===== src/rtl/pc_seq_pkg.sv =====
// Shared types and defaults for the program-counter sequencer.
package pc_seq_pkg;

  typedef enum logic [2:0] {
    IDLE  = 3'd0,
    RUN   = 3'd1,
    FLUSH = 3'd2,
    HALT  = 3'd3,
    FAULT = 3'd4
  } seq_state_t;

  localparam int PC_W_DEFAULT      = 8;
  localparam int RAS_DEPTH_DEFAULT = 4;

endpackage


===== src/rtl/pc_sequencer_ras_stack.sv =====
// Return-address stack: LIFO with occupancy count and full/empty flags.
module ras_stack #(
  parameter int DEPTH = 4,
  parameter int W     = 8
) (
  input  logic                     clk,
  input  logic                     reset,
  input  logic                     push,
  input  logic                     pop,
  input  logic [W-1:0]             din,
  output logic [W-1:0]             dout,
  output logic [$clog2(DEPTH):0]   count,
  output logic                     full,
  output logic                     empty
);
  localparam int AW = $clog2(DEPTH);
  localparam int CW = AW + 1;

  logic [W-1:0]  mem_q [DEPTH];
  logic [W-1:0]  mem_d [DEPTH];
  logic [CW-1:0] count_q, count_d;
  logic [AW-1:0] wr_idx, top_idx;

  // When full, the low bits of count wrap to 0, so top_idx still lands on DEPTH-1.
  assign wr_idx  = count_q[AW-1:0];
  assign top_idx = wr_idx - AW'(1);
  assign full    = (count_q == CW'(DEPTH));
  assign empty   = (count_q == '0);
  assign count   = count_q;
  assign dout    = empty ? '0 : mem_q[top_idx];

  always_comb begin
    mem_d   = mem_q;
    count_d = count_q;
    if (push && !full) begin
      mem_d[wr_idx] = din;
      count_d       = count_q + CW'(1);
    end else if (pop && !empty) begin
      count_d = count_q - CW'(1);
    end
  end

  always_ff @(posedge clk) begin
    if (!reset) begin
      count_q <= '0;
      for (int i = 0; i < DEPTH; i++) mem_q[i] <= '0;
    end else begin
      count_q <= count_d;
      mem_q   <= mem_d;
    end
  end

endmodule


===== src/rtl/pc_sequencer.sv =====
// PC jump/hold sequencer: branch, call/return via RAS, halt, and flush bubble.
//   state | meaning
//   IDLE  | waiting for start, PC frozen
//   RUN   | decoding, instructions commit
//   FLUSH | one-cycle bubble after a taken transfer
//   HALT  | stopped by halt instruction until reset
//   FAULT | RAS overflow/underflow, frozen until reset
module pc_sequencer
  import pc_seq_pkg::*;
#(
  parameter int PC_W      = PC_W_DEFAULT,
  parameter int RAS_DEPTH = RAS_DEPTH_DEFAULT
) (
  input  logic                        clk,
  input  logic                        reset,
  input  logic                        start,
  input  logic [PC_W-1:0]             pc,
  input  logic                        is_branch,
  input  logic                        is_call,
  input  logic                        is_ret,
  input  logic                        is_halt,
  input  logic                        cond,
  input  logic [PC_W-1:0]             target,
  output logic                        jump_en,
  output logic [PC_W-1:0]             jump_target,
  output logic                        pc_hold,
  output logic                        instr_valid,
  output logic                        halted,
  output logic                        fault,
  output logic [$clog2(RAS_DEPTH):0]  ras_count
);
  seq_state_t      state_q, state_d;
  logic            ras_push, ras_pop, ras_full, ras_empty;
  logic [PC_W-1:0] ras_top, ret_addr;

  assign ret_addr = pc + PC_W'(1);

  ras_stack #(
    .DEPTH (RAS_DEPTH),
    .W     (PC_W)
  ) u_ras (
    .clk   (clk),
    .reset (reset),
    .push  (ras_push),
    .pop   (ras_pop),
    .din   (ret_addr),
    .dout  (ras_top),
    .count (ras_count),
    .full  (ras_full),
    .empty (ras_empty)
  );

  always_ff @(posedge clk) begin
    if (!reset) state_q <= IDLE;
    else        state_q <= state_d;
  end

  always_comb begin
    state_d = state_q;
    case (state_q)
      IDLE:  if (start) state_d = RUN;
      RUN: begin
        if (is_halt)                       state_d = HALT;
        else if (is_ret)                   state_d = ras_empty ? FAULT : FLUSH;
        else if (is_call)                  state_d = ras_full  ? FAULT : FLUSH;
        else if (is_branch && cond)        state_d = FLUSH;
      end
      FLUSH: state_d = RUN;
      HALT:  state_d = HALT;
      FAULT: state_d = FAULT;
      default: state_d = IDLE;
    endcase
  end

  always_comb begin
    jump_en     = 1'b0;
    jump_target = '0;
    pc_hold     = 1'b0;
    instr_valid = 1'b0;
    halted      = 1'b0;
    fault       = 1'b0;
    ras_push    = 1'b0;
    ras_pop     = 1'b0;
    case (state_q)
      IDLE: pc_hold = 1'b1;
      RUN: begin
        instr_valid = 1'b1;
        if (is_halt) begin
          pc_hold = 1'b1;
        end else if (is_ret) begin
          if (ras_empty) begin
            pc_hold     = 1'b1;
            instr_valid = 1'b0;
          end else begin
            jump_en     = 1'b1;
            jump_target = ras_top;
            ras_pop     = 1'b1;
          end
        end else if (is_call) begin
          if (ras_full) begin
            pc_hold     = 1'b1;
            instr_valid = 1'b0;
          end else begin
            jump_en     = 1'b1;
            jump_target = target;
            ras_push    = 1'b1;
          end
        end else if (is_branch && cond) begin
          jump_en     = 1'b1;
          jump_target = target;
        end
      end
      FLUSH: ;
      HALT: begin
        pc_hold = 1'b1;
        halted  = 1'b1;
      end
      FAULT: begin
        pc_hold = 1'b1;
        fault   = 1'b1;
      end
      default: pc_hold = 1'b1;
    endcase
  end

endmodule


===== config.mk =====
export PLATFORM = sky130hd
export DESIGN_NAME = pc_sequencer
export DESIGN_NICKNAME = d
export VERILOG_FILES = /design/src/rtl/pc_seq_pkg.sv /design/src/rtl/pc_sequencer_ras_stack.sv /design/src/rtl/pc_sequencer.sv
export SDC_FILE = /design/constraint.sdc
export NUM_CORES = 1
export LEC_CHECK = 0
export BUFFER_PORTS_ARGS = -buffer_cell sky130_fd_sc_hd__buf_2
export CAP_MARGIN = 20
export CORE_MARGIN = 10
export CORE_UTILIZATION = 30
export DETAILED_ROUTE_END_ITERATION = 12
export PLACE_DENSITY = 0.57
export RECOVER_POWER = 100
export SLEW_MARGIN = 15
export SYNTH_ARGS = -nofsm -noshare
export SYNTH_HDL_FRONTEND = slang
export SYNTH_SLANG_ARGS = --single-unit
export TNS_END_PERCENT = 20

===== constraint.sdc =====
create_clock -name clk -period 3.05 [get_ports clk]
set_input_delay 0 -clock clk [delete_from_list [all_inputs] [get_ports clk]]
set_output_delay 0 -clock clk [all_outputs]
set_load 0.05 [all_outputs]

==> out/summary.log, run 1 <==
INFO  run_status     status=finished, final reports clean
INFO  clock_tree     total_of_cells_resized_after_clock_tree_synthesis=0
INFO  critical_path  critPathLaunchType=flip-flop
INFO  critical_path  worst_path_most_repeated_cell=sky130_fd_sc_hd__clkbuf_1
INFO  placement      placement.io_buffers=39
INFO  logic_synthesis synth_seq_area_share=37.5%
INFO  logic_synthesis postSynthRegisterBits=38
INFO  logic_synthesis syn_nets=235
INFO  logic_synthesis syn_avg_cell_area=9.89µm²
INFO  critical_path  timing.critical_path.to_type=flip-flop
INFO  clock_tree     cts_buffers=5
INFO  logic_synthesis synthesis.area=0.00203mm²
INFO  placement      gp_congestion=0.779
INFO  critical_path  crit_path_cell_trace=or4b_1, clkbuf_1, nor4_4, clkbuf_1, mux2i_1, nor2_1
INFO  flow_run       maxCapViolations=0
INFO  sta            slew_violations=0
INFO  critical_path  r2r_slack=370ps
INFO  clock_tree     cts_tree=done
INFO  cells_and_area layout_commonest_cell=sky130_fd_sc_hd__dfxtp_1
INFO  cells_and_area diodes=0
INFO  cells_and_area syn2layout_area_growth=16.4%
INFO  cells_and_area number_of_inserted_filler_cells_in_the_final_layout=676
INFO  min_path       type_of_the_tightest_min_delay_check=in2reg
INFO  clock_tree     cts_max_level=2
INFO  cells_and_area design.final.nets=278
INFO  route          wl_met1=2.44mm
INFO  logic_synthesis mapped_cells=205
INFO  critical_path  r2r.worst_path.cells=6
INFO  critical_path  cp.arrival=2820ps
INFO  critical_path  worst_ep_required_time=3190ps
INFO  cells_and_area utilization=36.6%
INFO  sta            worst-slew-pin-transition=823ps
INFO  logic_synthesis synth_async_sr_flop_share=0%
INFO  grt            globalRouteTotalUtil=10.6%
INFO  clock_tree     clock_path_buffers=2
INFO  logic_synthesis yosys_warnings=0
INFO  cells_and_area ratio_of_cells_with_drive_above_1_in_the_final_layout=22.2%
INFO  sta            fin_setup_tns=0ps
INFO  grt            grt_pass1_vias=1819
INFO  sta            slew_headroom=45.1%
INFO  logic_synthesis synth-edff-count=0
INFO  sta            period_share=87.9%
INFO  critical_path  timing.critical_path.fanout_max=15
INFO  route          drt_drc_violations_left=0
INFO  clock_tree     insertion_delay=280ps
INFO  route          drt_first_iter_violations=89
INFO  critical_path  worst-setup-path-type=reg2reg
INFO  route          vias_per_cell=5.13
INFO  grt            grt_pass1_wl=8.74mm
INFO  route          vias=1667
INFO  die            dieWidth=102µm
INFO  critical_path  worst_setup_path_endpoint=u_ras.mem_q[9]$_SDFFE_PN0P_
INFO  clock_tree     clkSlewWorstSetupHoldPaths=70ps
INFO  die            dieHeight=102µm
INFO  clock_tree     cts_root_buffer=sky130_fd_sc_hd__clkbuf_8
INFO  die            rows=29
INFO  sta            fmax=373MHz
INFO  route          avgRoutedWirePerCell=15.8µm
INFO  critical_path  worst_path_largest_cell_delay=720ps
INFO  route          met2WireLength=2.33mm
INFO  grt            grt.overflow.total=0
INFO  critical_path  crit-reg2reg-launch=state_q[2]$_SDFFE_PN0P_
INFO  logic_synthesis synth.lib_cells_used.distinct=38
INFO  sta            finalSetupViolCount=0
INFO  sta            grt_setup_unrepaired=no
INFO  pwr            worst_ir_drop_vdd=0.000203V
INFO  grt            grt_start_max_net_pins=25
INFO  logic_synthesis synth_flop_cell=sky130_fd_sc_hd__dfxtp_1
INFO  route          drt_pass1_iterations=4
INFO  die            top_level_ports=40
INFO  die            start_util=31.4%
INFO  sta            final-hold-violation-count=0
INFO  pwr            cellPowerDensity=416mW/mm²
INFO  route          maxUsedRoutingLayer=met4
INFO  placement      post-dp-hpwl=3.71mm
INFO  sta            timing.clock.skew=2.18ps
INFO  pwr            standby_leakage_power=0.000835µW
INFO  route          wl=5.15mm
INFO  critical_path  cpMaxStageDelayCell=sky130_fd_sc_hd__or4b_1
INFO  route          number_of_nets_with_antenna_violations_after_detailed_routing=0
INFO  clock_tree     tritoncts_num_sinks=38
INFO  critical_path  worstReg2RegEnd=u_ras.mem_q[9]$_SDFFE_PN0P_
INFO  route          met3_length=264µm
INFO  grt            grt_antenna_before_repair=0
INFO  sta            final.min_clock_period=2680ps
INFO  die            design.die.area=0.0105mm²
INFO  die            core-area=0.00646mm²
INFO  critical_path  setup_crit_start=state_q[2]$_SDFFE_PN0P_
INFO  cells_and_area layout.cells.most_common_list=sky130_fd_sc_hd__dfxtp_1, sky130_fd_sc_hd__buf_2, sky130_fd_sc_hd__nor2_1, sky130_fd_sc_hd__a211oi_1, sky130_fd_sc_hd__a21oi_1
flip-flops by register name (all words and copies together) (netlist names):
signal / cells
u_ras.mem_q: 32
u_ras.count: 3
state_q: 3
routing by layer:
| layer | vias to the layer above | global-route usage (%) |
|---|---|---|
| met5 | - | 0 |
| met4 | 0 | 4.01 |
| met3 | 9 | 3.58 |
| met2 | 37 | 16.2 |
| met1 | 785 | 13.5 |
| li1 | 836 | - |
layout make-up:
class / instances / area, µm² / area share [%]
clock buffer: 7 / 76.3 / 3.23
inverter: 12 / 45.0 / 1.91
multi-input combinational: 144 / 1150 / 48.8
sequential: 38 / 761 / 32.2
tap: 77 / 96.3 / 4.08
timing repair buffer: 47 / 230 / 9.75
power by group:
group	leakage (µW)	internal, µW	switching, µW	total (µW)
clock	0.0000383	157	164	322
sequential	0.000307	504	7.43	511
combinational	0.000490	48.8	102	151
total	0.000835	710	273	983
worst min path at each step:
stage / startpoint / endpoint / slack (ps) / depth (start not counted)
after global routing: start / state_q[0]$_SDFFE_PN0P_ / 110 / 3
after floorplan: pc[0] / u_ras.mem_q[24]$_SDFFE_PN0P_ / 100 / 1
after CTS: reset / u_ras.mem_q[7]$_SDFFE_PN0P_ / 90 / 3
final: reset / u_ras.mem_q[21]$_SDFFE_PN0P_ / 90 / 3
after detailed placement: pc[0] / u_ras.mem_q[16]$_SDFFE_PN0P_ / 280 / 2
after global placement: pc[0] / u_ras.mem_q[16]$_SDFFE_PN0P_ / 290 / 2
repair_timing:
| action | 4_1_cts | 5_1_grt |
|---|---|---|
| hold buffers | 1 | 0 |
| endpoints found under the hold margin | 4 | 0 |
| setup buffers | 0 | 0 |
worst max-delay path: cells and delay by family (launching register included):
| kind | cells | cell delay (ps) |
|---|---|---|
| buffers and inverters | 2 | 850 |
| flip-flops | 1 | 380 |
| multiplexers | 1 | 250 |
| AND/OR/NAND/NOR | 3 | 1060 |
synth_stat cells, types with 2 or more instances:
master | number | area share, %
sky130_fd_sc_hd__dfxtp_1 | 38 | 38
sky130_fd_sc_hd__nor2_1 | 22 | 4.1
sky130_fd_sc_hd__a211oi_1 | 18 | 6.7
sky130_fd_sc_hd__a21oi_1 | 16 | 3.9
sky130_fd_sc_hd__o21ai_1 | 14 | 3.5
sky130_fd_sc_hd__inv_1 | 12 | 2.2
sky130_fd_sc_hd__a22o_1 | 8 | 3.5
sky130_fd_sc_hd__mux4_2 | 8 | 8.9
sky130_fd_sc_hd__clkbuf_1 | 5 | 0.93
sky130_fd_sc_hd__ha_1 | 5 | 3.1
sky130_fd_sc_hd__mux2i_1 | 5 | 2.5
sky130_fd_sc_hd__nand2_1 | 5 | 0.93
sky130_fd_sc_hd__nand3_1 | 5 | 1.2
sky130_fd_sc_hd__buf_6 | 4 | 2.2
sky130_fd_sc_hd__nand2b_1 | 4 | 1.2
sky130_fd_sc_hd__nor4_4 | 4 | 4.2
sky130_fd_sc_hd__nor3_1 | 3 | 0.74
sky130_fd_sc_hd__o22ai_1 | 3 | 0.93
sky130_fd_sc_hd__xnor2_1 | 3 | 1.3
sky130_fd_sc_hd__xor2_1 | 3 | 1.3
sky130_fd_sc_hd__and2_1 | 2 | 0.62
sky130_fd_sc_hd__and3_1 | 2 | 0.62
stage by stage:
stage	cell area [µm²]	setup slack, ps	hold WS [ps]	total power (µW)	cells
finish	2360	369	88.6	983	325
global placement	2300	670	287	675	317
CTS	2390	518	90.7	999	325
global route	2360	202	112	1040	325
detailed placement	2300	650	284	675	317
floorplan	2030	13.7	95.6	626	205
kinds of logic (layout without fill, tap and decap cells):
kind of cell	Yosys count	count (layout)	synth area share, %
mux	14	14	11.9
simple gates	54	54	16.7
flops	38	38	37.5
xor+xnor	6	6	2.59
fa+ha+maj	6	6	4.07
buf+inv	23	66	5.98
compound gates	64	64	21.3
Note: power is estimated with default switching activity, not from simulation.
==> run 2, diff against run 1 <==
CORE_UTILIZATION = 42   (was 30)
PLACE_DENSITY = 0.72   (was 0.57)
==> run 2 against run 1 <==
Compared with the run above:
- non-clock buffer count is 1 lower
- cell area shrank 2.2%
- critical path type unchanged
- utilization is 13 points higher
- fmax is 2.1% higher
- worst setup slack better by 54 ps
- first-iteration DRC count rose by 2.2%
- sequential power about the same
- critical path depth shrank 1
- sequential share of layout area up 0.73 points
==> out/summary.log, run 2 (synthesis gave the netlist of run 1 again) <==
INFO  critical_path  worst_path_largest_cell_delay=920ps [was 720 ps]
INFO  pwr            worst_ir_drop_vdd=0.000283V [was 0.000203 V]
INFO  route          vias=1673 [was 1667]
INFO  pwr            internal_power=733µW [was 710 µW]
INFO  grt            grt.overflow.total=0 [unchanged]
INFO  pwr            pwr-share-clk=35.5% [was 32.7%]
INFO  min_path       type_of_the_tightest_min_delay_check=in2reg [unchanged]
INFO  sta            slew_violations=0 [unchanged]
INFO  pwr            sw_frac_of_total=27.9% [was 27.8%]
INFO  clock_tree     tritoncts_num_sinks=38 [unchanged]
INFO  sta            grt_setup_unrepaired=no [unchanged]
INFO  die            dieWidth=89.5µm [was 102 µm]
INFO  clock_tree     cts_buffers=5 [unchanged]
INFO  sta            final.min_clock_period=2630ps [was 2680 ps]
INFO  die            start_util=43.2% [was 31.4%]
INFO  sta            fmax=381MHz [was 373 MHz]
INFO  cells_and_area syn2layout_area_growth=13.8% [was 16.4%]
INFO  sta            worst-slew-pin-transition=979ps [was 823 ps]
INFO  die            rows=25 [was 29]
INFO  pwr            cellPowerDensity=440mW/mm² [was 416 mW/mm²]
INFO  flow_run       maxCapViolations=0 [unchanged]
INFO  cells_and_area design.final.nets=277 [was 278]
INFO  pwr            comb_power_share=14.2% [was 15.3%]
INFO  cells_and_area number_of_inserted_filler_cells_in_the_final_layout=473 [was 676]
INFO  die            design.die.area=0.00801mm² [was 0.0105 mm²]
INFO  route          drt_drc_violations_left=0 [unchanged]
INFO  sta            finalSetupViolCount=0 [unchanged]
INFO  critical_path  timing.critical_path.to_type=flip-flop [unchanged]
INFO  cells_and_area max_ffs_per_register=32 [unchanged]
INFO  placement      gp_congestion=0.770 [was 0.779]
INFO  sta            fin_setup_tns=0ps [unchanged]
INFO  cells_and_area ratio_of_cells_with_drive_above_1_in_the_final_layout=22.6% [was 22.2%]
INFO  placement      post-dp-hpwl=3.41mm [was 3.71 mm]
INFO  pwr            power.share.sequential=50.3% [was 52.0%]
INFO  clock_tree     clkSlewWorstSetupHoldPaths=70ps [about the same]
INFO  cells_and_area multi_input_area=0.00111mm² [was 0.00115 mm²]
INFO  critical_path  worst-setup-path-type=reg2reg [unchanged]
INFO  route          drt_pass1_iterations=4 [unchanged]
INFO  die            dieHeight=89.5µm [was 102 µm]
INFO  placement      place_worst_setup_slack=530ps [was 650 ps]
INFO  clock_tree     postCtsHoldBufs=1 [unchanged]
INFO  route          wl=4.68mm [was 5.15 mm]
INFO  critical_path  crit_path_cell_trace=or4b_1, nor4_2, clkbuf_1, o21ai_0, a21oi_1 [was or4b_1, clkbuf_1, nor4_4, clkbuf_1, mux2i_1, nor2_1]
INFO  grt            grt_antenna_before_repair=0 [unchanged]
INFO  grt            grt_start_max_net_pins=25 [unchanged]
INFO  die            top_level_ports=40 [unchanged]
INFO  clock_tree     clock_path_buffers=2 [unchanged]
INFO  clock_tree     cts_max_level=2 [unchanged]
INFO  cells_and_area registers.top_by_ff_count=u_ras.mem_q [unchanged]
INFO  sta            timing.clock.skew=9.28ps [was 2.18 ps]
INFO  grt            globalRouteTotalUtil=12.3% [was 10.6%]
INFO  run_status     status=finished, final reports clean [unchanged]
INFO  critical_path  timing.critical_path.fanout_max=10 [was 15]
INFO  clock_tree     cts_root_buffer=sky130_fd_sc_hd__clkbuf_8 [unchanged]
INFO  placement      placement.io_buffers=39 [unchanged]
INFO  sta            final-hold-violation-count=0 [unchanged]
INFO  route          number_of_nets_with_antenna_violations_after_detailed_routing=0 [unchanged]
INFO  route          drt_first_iter_violations=91 [was 89]
INFO  critical_path  cp.arrival=2850ps [was 2820 ps]
INFO  cells_and_area layout_commonest_cell=sky130_fd_sc_hd__dfxtp_1 [unchanged]
INFO  pwr            standby_leakage_power=0.000844µW [was 0.000835 µW]
INFO  clock_tree     cts_setup_buffers=0 [unchanged]
INFO  cells_and_area layout.cells.most_common_list=sky130_fd_sc_hd__dfxtp_1, sky130_fd_sc_hd__buf_2, sky130_fd_sc_hd__nor2_1, sky130_fd_sc_hd__a211oi_1, sky130_fd_sc_hd__a21oi_1 [unchanged]
INFO  die            core-area=0.00469mm² [was 0.00646 mm²]
INFO  clock_tree     insertion_delay=290ps [was 280 ps]
INFO  sta            final.setup.worst_slack=423ps [was 369 ps]
INFO  cells_and_area area.sequential=761µm² [unchanged]
INFO  pwr            totalPowerFinal=1020µW [was 983 µW]
INFO  cells_and_area diodes=0 [unchanged]
INFO  sta            period_share=86.1% [was 87.9%]
INFO  pwr            power.switching=283µW [was 273 µW]
INFO  grt            grt_pass1_wl=7.66mm [was 8.74 mm]
INFO  clock_tree     total_of_cells_resized_after_clock_tree_synthesis=0 [unchanged]
INFO  route          vias_per_cell=5.54 [was 5.13]
INFO  grt            grt_pass1_vias=1649 [was 1819]
INFO  critical_path  worst_ep_required_time=3270ps [was 3190 ps]
INFO  sta            slew_headroom=34.2% [was 45.1%]
INFO  critical_path  critPathLaunchType=flip-flop [unchanged]
INFO  clock_tree     cts_tree=done [unchanged]
INFO  critical_path  cpMaxStageDelayCell=sky130_fd_sc_hd__nor4_2 [was sky130_fd_sc_hd__or4b_1]
INFO  route          avgRoutedWirePerCell=15.5µm [was 15.8 µm]
-- run 2: per-layer routing --
layer	GRT usage, %	up-vias	wire length (µm)
met4	5.92	0	88
met5	0	-	0
li1	-	840	-
met2	20.1	33	2110
met3	2.92	7	230
met1	14.8	793	2250
-- run 2: worst max-delay path, delay by kind of cell (launching register included) --
| kind | cells | cell delay [ps] |
|---|---|---|
| and+or+nand+nor | 2 | 1710 |
| AOI/OAI and AO/OA | 2 | 220 |
| DFF | 1 | 380 |
| buffers and inverters | 1 | 250 |
-- run 2: path summary, 6_finish.rpt --
check	from	end	slack, ps	cells after the start
hold / removal	reset	u_ras.mem_q[15]$_SDFFE_PN0P_	90	3
hold reg to reg	u_ras.mem_q[1]$_SDFFE_PN0P_	u_ras.mem_q[1]$_SDFFE_PN0P_	500	2
setup reg to reg	state_q[2]$_SDFFE_PN0P_	u_ras.mem_q[5]$_SDFFE_PN0P_	420	5
setup / recovery	state_q[2]$_SDFFE_PN0P_	u_ras.mem_q[5]$_SDFFE_PN0P_	420	5
-- run 2: power by group through the flow --
stage          logic [µW]  registers (µW)  clock network [µW]
2_1_floorplan         101             525                   0
3_3_place_gp          147             522                   0
3_5_place_dp          148             522                   0
4_1_cts               150             511                 368
5_1_grt               158             512                 388
6_report              145             511                 360
-- run 2: layout make-up --
| class | count | area share (%) |
|---|---|---|
| Multi-Input combinational cell | 144 | 48.2 |
| Tap cell | 54 | 2.93 |
| Timing Repair Buffer | 46 | 9.81 |
| Sequential cell | 38 | 33.0 |
| Clock buffer | 6 | 3.58 |
| Inverter | 12 | 1.95 |
| Clock inverter | 2 | 0.542 |
-- run 2: per-stage QoR --
step                area, µm²  utilization [%]  instances  hold WS (ps)
detailed placement       2270             48.3        293           283
floorplan                2030                -        205          95.6
global placement         2270             48.3        293           279
CTS                      2370             50.5        302          79.7
global route             2310             49.2        302          97.5
finish                   2310             49.2        302          87.0
==> run 3, diff against run 2 <==
PLACE_DENSITY = 0.74   (was 0.72)
SETUP_SLACK_MARGIN = 0.5   (was default)
clock period = 2.1 ns   (was 3.05 ns; I/O delays follow)
==> run 3 against run 2 <==
Compared with the run above:
- global-route usage is 1.2 points higher
- clock-buffer cell count is 1 lower
- cell area is 18% higher
- worst setup slack worse by 390 ps
- combinational power is 90% higher
- clock skew is 1.2 ps higher
- sequential power is 44% higher
- flip-flop and latch count stayed put
- highest routed layer unchanged
==> out/summary.log, run 3 (synthesis gave the netlist of run 1 again) <==
INFO  route          number_of_nets_with_antenna_violations_after_detailed_routing=0 [unchanged]
INFO  sta            final.setup.worst_slack=31.0ps [was 423 ps]
INFO  cells_and_area layout.cells.most_common_list=sky130_fd_sc_hd__dfxtp_1, sky130_fd_sc_hd__buf_2, sky130_fd_sc_hd__nor2_1, sky130_fd_sc_hd__a21oi_1, sky130_fd_sc_hd__a211oi_1 [was sky130_fd_sc_hd__dfxtp_1, sky130_fd_sc_hd__buf_2, sky130_fd_sc_hd__nor2_1, sky130_fd_sc_hd__a211oi_1, sky130_fd_sc_hd__a21oi_1]
INFO  cells_and_area max_ffs_per_register=32 [unchanged]
INFO  run_status     status=finished, final reports clean [unchanged]
INFO  route          vias=1769 [was 1673]
INFO  clock_tree     cts_root_buffer=sky130_fd_sc_hd__clkbuf_8 [unchanged]
INFO  grt            grt_antenna_before_repair=0 [unchanged]
INFO  pwr            standby_leakage_power=0.00105µW [was 0.000844 µW]
INFO  sta            final-hold-violation-count=0 [unchanged]
INFO  sta            slew_headroom=46.7% [was 34.2%]
INFO  die            start_util=43.2% [unchanged]
INFO  sta            period_share=98.5%
INFO  sta            worst-slew-pin-transition=799ps [was 979 ps]
INFO  cells_and_area ratio_of_cells_with_drive_above_1_in_the_final_layout=37.5% [was 22.6%]
INFO  grt            grt_pass1_wl=8.36mm [was 7.66 mm]
INFO  cells_and_area layout.cell_area.non_filler=0.00273mm² [was 0.00231 mm²]
INFO  sta            final.min_clock_period=2070ps
INFO  pwr            worst_ir_drop_vdd=0.000318V [was 0.000283 V]
INFO  clock_tree     clkSlewWorstSetupHoldPaths=80ps [was 70 ps]
INFO  route          vias_per_cell=5.62 [was 5.54]
INFO  flow_run       maxCapViolations=0 [unchanged]
INFO  clock_tree     insertion_delay=290ps [about the same]
INFO  clock_tree     tritoncts_num_sinks=38 [unchanged]
INFO  cells_and_area design.final.nets=290 [was 277]
INFO  route          drt_drc_violations_left=0 [unchanged]
INFO  route          avgRoutedWirePerCell=16.4µm [was 15.5 µm]
INFO  sta            fmax=483MHz
INFO  clock_tree     cts_tree=done [unchanged]
INFO  die            dieWidth=89.5µm [unchanged]
INFO  cells_and_area diodes=0 [unchanged]
INFO  critical_path  timing.critical_path.to_type=output port [was flip-flop]
INFO  pwr            cellPowerDensity=594mW/mm² [was 440 mW/mm²]
INFO  route          drt_pass1_iterations=4 [unchanged]
INFO  placement      placement.io_buffers=39 [unchanged]
INFO  critical_path  r2r_slack=50ps [was 420 ps]
INFO  die            rows=25 [unchanged]
INFO  cells_and_area layout_commonest_cell=sky130_fd_sc_hd__dfxtp_1 [unchanged]
INFO  sta            grt_setup_unrepaired=yes [was no]
INFO  die            top_level_ports=40 [unchanged]
INFO  pwr            totalPowerFinal=1620µW [was 1020 µW]
INFO  placement      placement.cell_area=0.00248mm² [was 0.00227 mm²]
INFO  die            dieHeight=89.5µm [unchanged]
INFO  critical_path  cp.arrival=2070ps [was 2850 ps]
INFO  sta            finalSetupViolCount=0 [unchanged]
INFO  die            design.die.area=0.00801mm² [unchanged]
INFO  grt            grt.overflow.total=0 [unchanged]
INFO  critical_path  timing.critical_path.fanout_max=5 [was 10]
INFO  cells_and_area syn2layout_area_growth=34.4% [was 13.8%]
INFO  clock_tree     cts_buffers=5 [unchanged]
INFO  sta            fin_setup_tns=0ps [unchanged]
INFO  min_path       type_of_the_tightest_min_delay_check=in2reg [unchanged]
INFO  critical_path  worst_ep_required_time=2100ps [was 3270 ps]
INFO  critical_path  worst-setup-path-type=reg2out [was reg2reg]
INFO  critical_path  critPathLaunchType=flip-flop [unchanged]
INFO  clock_tree     cts_max_level=2 [unchanged]
INFO  die            core-area=0.00469mm² [unchanged]
INFO  placement      place_worst_setup_slack=11.6ps [was 530 ps]
INFO  sta            slew_violations=0 [unchanged]
INFO  grt            grt_start_max_net_pins=25 [unchanged]
INFO  grt            grt_pass1_vias=1741 [was 1649]
INFO  placement      post-dp-hpwl=3.79mm [was 3.41 mm]
INFO  clock_tree     clock_path_buffers=2 [unchanged]
INFO  route          drt_first_iter_violations=70 [was 91]
INFO  sta            timing.clock.skew=10.5ps [was 9.28 ps]
INFO  route          wl=5.15mm [was 4.68 mm]
INFO  placement      gp_congestion=0.870 [was 0.770]
INFO  cells_and_area registers.top_by_ff_count=u_ras.mem_q [unchanged]
INFO  grt            globalRouteTotalUtil=13.5% [was 12.3%]
## run 3: cell count changes in the layout (fill, tap and decap cells not counted), moves of 4 or more
cell,change
sky130_fd_sc_hd__buf_8,+7
sky130_fd_sc_hd__a22o_4,+7
sky130_fd_sc_hd__inv_1,-4
sky130_fd_sc_hd__buf_6,+4
sky130_fd_sc_hd__a22o_1,-7
sky130_fd_sc_hd__buf_12,+4
sky130_fd_sc_hd__clkbuf_1,-6
sky130_fd_sc_hd__buf_4,+7
## run 3: final timing paths
path                            cells past startpoint                           end                    startpoint
worst max-delay path                                6                jump_target[6]       state_q[1]$_SDFFE_PN0P_
worst min-delay path                                3  u_ras.mem_q[31]$_SDFFE_PN0P_                         pc[7]
worst max register to register                      7  u_ras.mem_q[25]$_SDFFE_PN0P_       state_q[1]$_SDFFE_PN0P_
worst min register to register                      2  u_ras.mem_q[25]$_SDFFE_PN0P_  u_ras.mem_q[25]$_SDFFE_PN0P_
## run 3: layout make-up
type / instances / area, µm²
fill: 398 / 1970
multi-input combinational: 144 / 1260
sequential: 38 / 768
timing repair buffer: 59 / 472
clock buffer: 5 / 68.8
tap: 54 / 67.6
inverter: 12 / 52.6
clock inverter: 3 / 40.0
## run 3: critical path, stage by stage (launching register included)
cell and delay, ps:
sky130_fd_sc_hd__dfxtp_1 320, sky130_fd_sc_hd__or4b_4 550, sky130_fd_sc_hd__buf_12 170, sky130_fd_sc_hd__a2111oi_4 240, sky130_fd_sc_hd__buf_6 190, sky130_fd_sc_hd__a22o_1 140
sky130_fd_sc_hd__buf_6 160
## run 3: per-layer routing
layer | track usage (%) | share of wire (%) | up-vias
met5 | 0 | 0 | -
met4 | 5.06 | 2.2 | 0
met3 | 3.74 | 5.5 | 10
met2 | 22.6 | 49 | 41
met1 | 16.1 | 44 | 847
li1 | - | - | 871
## run 3: power breakdown
group,internal (µW),switching [µW],leakage (µW),total (µW)
clock network,349,256,0.0000579,606
registers,730,6.71,0.000308,736
logic,111,165,0.000681,276
## run 3: what timing repair did
action / 4_1_cts / 5_1_grt
setup endpoints to repair: 45 / 46
resized for setup: 31 / 12
hold buffers: 1 / 0
pin swaps: 3 / 18
setup buffers: 3 / 1
endpoints found under the hold margin: 4 / 0
## run 3: metrics by stage
step,std cells,utilization [%],hold WS [ps]
after floorplan,205,-,95.6
after global placement,302,52.9,275
after detailed placement,302,52.9,288
after CTS,314,58.6,73.5
after global routing,315,58.1,104
final,315,58.1,85.8
